## config.mk

```make
export PLATFORM = sky130hd
export DESIGN_NAME = multicycle_control
export DESIGN_NICKNAME = d
export VERILOG_FILES = /design/src/rtl/multicycle_control.sv
export SDC_FILE = /design/constraint.sdc
export NUM_CORES = 1
export LEC_CHECK = 0
export ABC_AREA = 1
export CORE_MARGIN = 2
export CORE_UTILIZATION = 45
export DETAILED_ROUTE_END_ITERATION = 7
export GPL_ROUTABILITY_DRIVEN = 0
export HOLD_SLACK_MARGIN = 0.08
export PLACE_DENSITY = 0.77
export RECOVER_POWER = 25
export SETUP_SLACK_MARGIN = 0.3
export SYNTH_ARGS = -nofsm -noshare
export SYNTH_HDL_FRONTEND = slang
export SYNTH_SLANG_ARGS = --single-unit
```

## constraint.sdc

```tcl
create_clock -name clk -period 2.02 [get_ports clk]
set_input_delay 0.202 -clock clk [delete_from_list [all_inputs] [get_ports clk]]
set_output_delay 0.202 -clock clk [all_outputs]
set_load 0.05 [all_outputs]
```

## src/rtl/multicycle_control.sv

```systemverilog
// Control FSM for a multicycle RISC-V style datapath: sequences fetch, decode, execute,
// memory and write-back, and counts retired instructions.
module multicycle_control (
    input  logic        clk,
    input  logic        rst_n,
    input  logic [6:0]  opcode,
    input  logic        mem_ready,
    output logic        PCWrite,
    output logic        PCWriteCond,
    output logic        IorD,
    output logic        MemRead,
    output logic        MemWrite,
    output logic        IRWrite,
    output logic        RegWrite,
    output logic        ALUSrcA,
    output logic [1:0]  ALUSrcB,
    output logic [1:0]  ALUOp,
    output logic [1:0]  PCSource,
    output logic [1:0]  MemtoReg,
    output logic [2:0]  state,
    output logic        instr_done,
    output logic        illegal,
    output logic [31:0] instret
);

    localparam logic [6:0] OpRType = 7'b0110011;
    localparam logic [6:0] OpIType = 7'b0010011;
    localparam logic [6:0] OpLoad  = 7'b0000011;
    localparam logic [6:0] OpStore = 7'b0100011;
    localparam logic [6:0] OpBr    = 7'b1100011;
    localparam logic [6:0] OpJal   = 7'b1101111;
    localparam logic [6:0] OpJalr  = 7'b1100111;

    typedef enum logic [2:0] {
        StFetch  = 3'd0,
        StDecode = 3'd1,
        StExec   = 3'd2,
        StMem    = 3'd3,
        StWb     = 3'd4,
        StFault  = 3'd5
    } state_e;

    state_e      r_state;
    state_e      w_next;
    logic [6:0]  r_op;
    logic [31:0] r_instret;
    logic        r_illegal;
    logic        w_legal;
    logic        w_done;
    logic        w_is_r, w_is_i, w_is_ld, w_is_st, w_is_br, w_is_jal, w_is_jalr;

    // Legality is judged on the live opcode in DECODE; EXEC onward uses the latched copy.
    assign w_legal = (opcode == OpRType) || (opcode == OpIType) || (opcode == OpLoad) ||
                     (opcode == OpStore) || (opcode == OpBr) || (opcode == OpJal) ||
                     (opcode == OpJalr);

    assign w_is_r    = (r_op == OpRType);
    assign w_is_i    = (r_op == OpIType);
    assign w_is_ld   = (r_op == OpLoad);
    assign w_is_st   = (r_op == OpStore);
    assign w_is_br   = (r_op == OpBr);
    assign w_is_jal  = (r_op == OpJal);
    assign w_is_jalr = (r_op == OpJalr);

    always_ff @(posedge clk or negedge rst_n) begin
        if (!rst_n) begin
            r_state <= StFetch;
        end else begin
            r_state <= w_next;
        end
    end

    always_comb begin
        w_next = r_state;
        case (r_state)
            StFetch:  w_next = mem_ready ? StDecode : StFetch;
            StDecode: w_next = w_legal ? StExec : StFault;
            StExec: begin
                if (w_is_r || w_is_i) begin
                    w_next = StWb;
                end else if (w_is_ld || w_is_st) begin
                    w_next = StMem;
                end else begin
                    w_next = StFetch;
                end
            end
            StMem: begin
                if (mem_ready) begin
                    w_next = w_is_ld ? StWb : StFetch;
                end
            end
            StWb:     w_next = StFetch;
            StFault:  w_next = StFault;
            default:  w_next = StFault;
        endcase
    end

    // Retire in the last cycle of any instruction; FETCH stalls and FAULT never retire.
    assign w_done = (r_state != StFetch) && (r_state != StFault) && (w_next == StFetch);

    always_ff @(posedge clk or negedge rst_n) begin
        if (!rst_n) begin
            r_op      <= 7'd0;
            r_instret <= 32'd0;
            r_illegal <= 1'b0;
        end else begin
            if (r_state == StDecode) begin
                r_op <= opcode;
            end
            if (w_done) begin
                r_instret <= r_instret + 32'd1;
            end
            if (w_next == StFault) begin
                r_illegal <= 1'b1;
            end
        end
    end

    always_comb begin
        PCWrite     = 1'b0;
        PCWriteCond = 1'b0;
        IorD        = 1'b0;
        MemRead     = 1'b0;
        MemWrite    = 1'b0;
        IRWrite     = 1'b0;
        RegWrite    = 1'b0;
        ALUSrcA     = 1'b0;
        ALUSrcB     = 2'b00;
        ALUOp       = 2'b00;
        PCSource    = 2'b00;
        MemtoReg    = 2'b00;
        case (r_state)
            StFetch: begin
                MemRead = 1'b1;
                ALUSrcB = 2'b01;
                IRWrite = mem_ready;
                PCWrite = mem_ready;
            end
            StDecode: begin
                ALUSrcB = 2'b10;
            end
            StExec: begin
                if (w_is_r) begin
                    ALUSrcA = 1'b1;
                    ALUOp   = 2'b10;
                end else if (w_is_i) begin
                    ALUSrcA = 1'b1;
                    ALUSrcB = 2'b10;
                    ALUOp   = 2'b10;
                end else if (w_is_ld || w_is_st) begin
                    ALUSrcA = 1'b1;
                    ALUSrcB = 2'b10;
                end else if (w_is_br) begin
                    ALUSrcA     = 1'b1;
                    ALUOp       = 2'b01;
                    PCWriteCond = 1'b1;
                    PCSource    = 2'b01;
                end else if (w_is_jal) begin
                    // Link and PC update share one edge so the link captures PC+4.
                    PCWrite  = 1'b1;
                    PCSource = 2'b01;
                    RegWrite = 1'b1;
                    MemtoReg = 2'b10;
                end else if (w_is_jalr) begin
                    ALUSrcA  = 1'b1;
                    ALUSrcB  = 2'b10;
                    PCWrite  = 1'b1;
                    RegWrite = 1'b1;
                    MemtoReg = 2'b10;
                end
            end
            StMem: begin
                IorD     = 1'b1;
                MemRead  = w_is_ld;
                MemWrite = w_is_st;
            end
            StWb: begin
                RegWrite = 1'b1;
                MemtoReg = w_is_ld ? 2'b01 : 2'b00;
            end
            default: ;
        endcase
    end

    assign state      = r_state;
    assign instr_done = w_done;
    assign illegal    = r_illegal;
    assign instret    = r_instret;

endmodule

```

After elaboration in Yosys (flattened, before gate mapping)
Cells that the tools add are included.
Word-level totals
  flip-flop bits (word level): 43
  RAM bits: 0
  input bits: 10
  memory bits (read-only): 0
  latch bits: 0
  memories kept: 0
Cells by class
  eq/ne operators: 20
  magnitude comparators: 0
  shift-type cells: 0
  multiply operators: 0
  divide/modulo/power cells: 0
  reduce and logical (&&, ||, !) cells: 13
  bitwise gates (word level): 0
  mux-type cells: 55
  add/sub/neg operators: 1
Operators by type and width (count)
  7-bit == test, second input constant: 6
  32-bit by 1-bit adder with 32-bit output, second input constant: 1
  1-bit 2-to-1 mux: 30
  2-bit 2-to-1 mux: 15
  7-bit by 6-bit == test with 1-bit output, second input constant: 4
  3-bit case mux with 5 select lines: 1
  7-bit by 2-bit == test with 1-bit output, second input constant: 2
  7-bit by 5-bit == test with 1-bit output, second input constant: 2
  3-bit 2-to-1 mux: 4
  1-bit logical OR: 8
  3-bit by 2-bit == test with 1-bit output, second input constant: 2
  3-bit == test, second input constant: 2
  3-bit zero test: 2
  1-bit case mux with 2 select lines: 3
  2-bit case mux with 3 select lines: 1
  2-bit case mux with 2 select lines: 1
  3-bit by 1-bit == test with 1-bit output, second input constant: 1
  3-bit != test, second input constant: 1
  3-bit nonzero test: 1
  1-bit logical AND: 2

Logic depth before layout (Yosys ltp)
  word-level depth: 11
  mapped depth: 11

Least setup slack after synthesis
Ideal clock, no wire load.
  path type: register -> output
  from: register r_state[1] (netlist: state[1])
  to: output port instr_done
  required time: 1.818 ns
  path slack: -0.303 ns
  buffers on the path: 1
  arrival time: 2.121 ns
  stages on the path, launching flop included: 10
  path through: dfrtp_1 -> nor2_1 -> nand2_1 -> inv_1 -> nor2_1 -> nand3_2 -> inv_1 -> nand3_4 -> buf_6 -> inv_1
Between the ends
  word-level cells in the longest chain between the ends: 4
Ends and longest elaborated chain
  start: declaration: line 43  | state_e r_state;
  start signal: assignment: line 67  | r_state <= StFetch;
  start signal: assignment: line 69  | r_state <= w_next;
  3-bit == test, or another cell as far along: line 75  | case (r_state)
  3-bit case mux with 5 select lines: line 75
  3-bit zero test: line 99  | assign w_done = (r_state != StFetch) && (r_state != StFault) && (w_next == StFetch);
  1-bit logical AND *: line 99
  end: declaration: line 21  | output logic instr_done,
Every way passes the cells marked *; elsewhere a longest branch is shown, timed or not.

Worst setup path after layout
  from: register r_op[6]
  to: output port instr_done
Between the ends
  word-level cells in the longest chain between the ends: 7
Ends and longest elaborated chain
  start: declaration: line 45  | logic [6:0] r_op;
  start signal: assignment: line 108  | r_op <= opcode;
  7-bit by 2-bit == test with 1-bit output / 7-bit by 6-bit == test with 1-bit output (equally long branches): line 59, 60
  1-bit logical OR: line 81  | end else if (w_is_ld || w_is_st) begin
  2-bit 2-to-1 mux: line 81
  3-bit 2-to-1 mux: line 79  | if (w_is_r || w_is_i) begin
  3-bit case mux with 5 select lines *: line 75
  3-bit zero test *: line 99
  1-bit logical AND *: line 99
Marked as above.

==> reports/qor.yml <==
status: "finished, violations left"
violations: "setup timing"
die-area_um2: 7250
hold_class: "input pin to asynchronous set/reset pin"
routed_wirelength_mm: 10.3
path_class: "register to primary output"
syn_nets: 471
initial_core_util_pct: 46.7
power_w: 0.00555
layout-drive-gt1-share_pct: 22.6
cts.sinks: 43
fillCellCount: 481
rows: 29
firstDrtPassIters: 5
worst_pin_slew_ns: 0.912
via_count: 3574
syn-instance-count: 460
fin_ws_ns: -0.0697
grt_max_degree: 37
io_pins: 63
crit_chain: "nor2_2 -> nand3_1 -> nor2_2 -> nor2_1 -> nand3_2 -> inv_2 -> nand3_4 -> clkinvlp_4 -> buf_12"
min_period_ns: 2.09
grt_pass1_vias: 3303
p_leak_nw: 2.20
startpoint_type: "register"
num_antenna_cells: 0
setup_viol: 1
post-route-period-util_pct: 103
core_area_um2: 6350
ys_ff_latch: 43
remaining_drc_errors: 0
critPathMaxFanout: 6
slew_headroom_pct: 39.2
global_route.overflow_total: 0
numPortBuffers: 61
final_core_util_pct: 69.8
cts_made_buffers: 5
finalHoldViolCount: 0
clk_latency_ns: 0.31
area.growth.synth_to_final_pct: 49.5
clockRootBuffer: "clkbuf_8"
die_w_um: 85.2
cp_data_required_time_ns: 1.82
clkTransAtPathRegs_ns: 0.08
antenna_found_initial: 0
setup_tns_ns: -0.0697
p_per_area_nw_per_um2: 1250
postRouteAntennaNets: 0
ys_warn_count: 0
cts_tree: "built"
worstPathArrival_ns: 1.89
timing.fmax_mhz: 479
path_common_cell: "nor2_2"
cts_max_level: 2
crit_slowest_cell: "dfrtp_2"
fin_skew_ns: 0.00862
placed_area_um2: 3850
cpPeakStageDelay_ns: 0.47
drt-initial-drc-count: 467
vdd_drop_max_uv: 1170
die_h_um: 85.2
grt_usage_pct: 27.9
via_per_inst: 5.68
yosysSeqAreaShare_pct: 36.3
endpoint_kind: "primary output"
drv_slew: 0
dp_hpwl_mm: 6.05
holdWs_ns: 0.353
syn_area_um2: 2970
wire_per_inst_um: 16.4
nets: 562
drv_cap: 0
syn_avg_cell_area_um2: 6.45
rsz0062_at_grt: "yes"
grt_first_pass_wirelength_mm: 16.1
yosysUniqueCellTypes: 26
cts.path.max_buffers: 2
finish.instance_area_um2: 4430
## registers in the layout, summed over array words and instances (netlist names)
register and cells:
instret 32, illegal 1, r_op 7, state 3
## area by class of cell
type	instances	area [um^2]	area share, %
tap	77	96.3	2.17
clock buffer	8	100	2.26
sequential	43	1080	24.4
timing repair buffer	95	1100	24.9
multi-input combinational	371	1910	43.1
inverter	35	141	3.19
## power by group
part / total (W) / switching, W / internal, W
registers: 0.00120 / 0.000199 / 0.00100
logic: 0.00373 / 0.00214 / 0.00159
clock network: 0.000615 / 0.000303 / 0.000312
## placed cells by master (no fill, tap or decap), types with 10 or more instances in the layout
master / count
nand3b_1: 14
nor2_1: 59
nand2_1: 186
nand3_1: 35
buf_4: 20
dlygate4sd2_1: 34
buf_12: 15
dfrtp_1: 37
xor2_1: 11
inv_1: 22
inv_2: 10
nor2_4: 15
## worst max-delay path: cells and delay by family (launching register included)
family	cells	cell delay (ns)
buf+inv	3	0.32
flops	1	0.47
simple gates	6	0.79
## timing repair
action                                  CTS  global route
endpoints found under the hold margin    43             0
hold buffers                              1             0
pin swaps                                11            16
setup buffers                            10             8
gates cloned                              5             0
endpoints found under the setup margin   78            47
gates resized for setup                  84            25
## synthesized netlist by cell type
master | instances | share of area, %
nor2_1 | 74 | 9.4
a21oi_1 | 3 | 0.51
nor3_1 | 2 | 0.34
ha_1 | 1 | 0.42
nand3_4 | 1 | 0.59
nand3_2 | 2 | 0.68
xnor2_1 | 4 | 1.2
nor2_2 | 2 | 0.42
nand3_1 | 43 | 7.3
nand4_1 | 3 | 0.63
clkbuf_1 | 1 | 0.13
conb_1 | 1 | 0.13
buf_4 | 5 | 1.3
nand3b_1 | 14 | 3.5
or2_2 | 1 | 0.21
nand2_1 | 195 | 25
inv_1 | 33 | 4.2
buf_6 | 3 | 1.1
inv_2 | 2 | 0.25
o21ai_0 | 7 | 1.2
nor4_1 | 2 | 0.42
xor2_1 | 11 | 3.2
buf_2 | 3 | 0.51
a221oi_1 | 1 | 0.30
dfrtp_1 | 43 | 36
nor2_4 | 3 | 1.1
## worst paths after layout
path	start	to	slack, ns	cells past startpoint
worst max-delay path	r_op[6]$_DFFE_PN0P_	instr_done	-0.07	9
worst min-delay path	rst_n	r_op[1]$_DFFE_PN0P_	0.35	2
worst max register to register	state[0]$_DFF_PN0_	instret[6]$_DFFE_PN0P_	0	12
worst min register to register	illegal$_DFFE_PN0N_	illegal$_DFFE_PN0N_	0.49	1
max in group asynchronous	rst_n	state[2]$_DFF_PN0_	0.36	3
min in group clk	opcode[1]	r_op[1]$_DFFE_PN0P_	0.48	3
## metal layers
metal	vias to the layer above	track usage, %	wire [um]	share of wire (%)
met4	0	12.7	470	4.6
met5	-	0	0	0
li1	1629	-	-	-
met3	59	5.06	1010	9.8
met1	1650	37.5	4120	40
met2	236	43.8	4690	46
## cells by family (layout without fill, tap and decap cells)
kind of cell	count (synthesis)	after routing	share of synthesized area [%]
adder cells (fa/ha/maj)	1	1	0.422
AO/OA/AOI/OAI	11	11	1.98
AND/OR/NAND/NOR	342	343	49.3
flip-flops	43	43	36.3
XOR/XNOR	15	15	4.43
buffers and inverters	47	138	7.47
other	1	1	0.126
## through the flow
step	setup WS (ns)	cells
2_1_floorplan	-0.0129	460
3_3_place_gp	-0.125	597
3_5_place_dp	-0.166	597
4_1_cts	0.0667	621
5_1_grt	-0.117	629
6_report	-0.0697	629
Note: power is estimated with default switching activity, not from simulation.
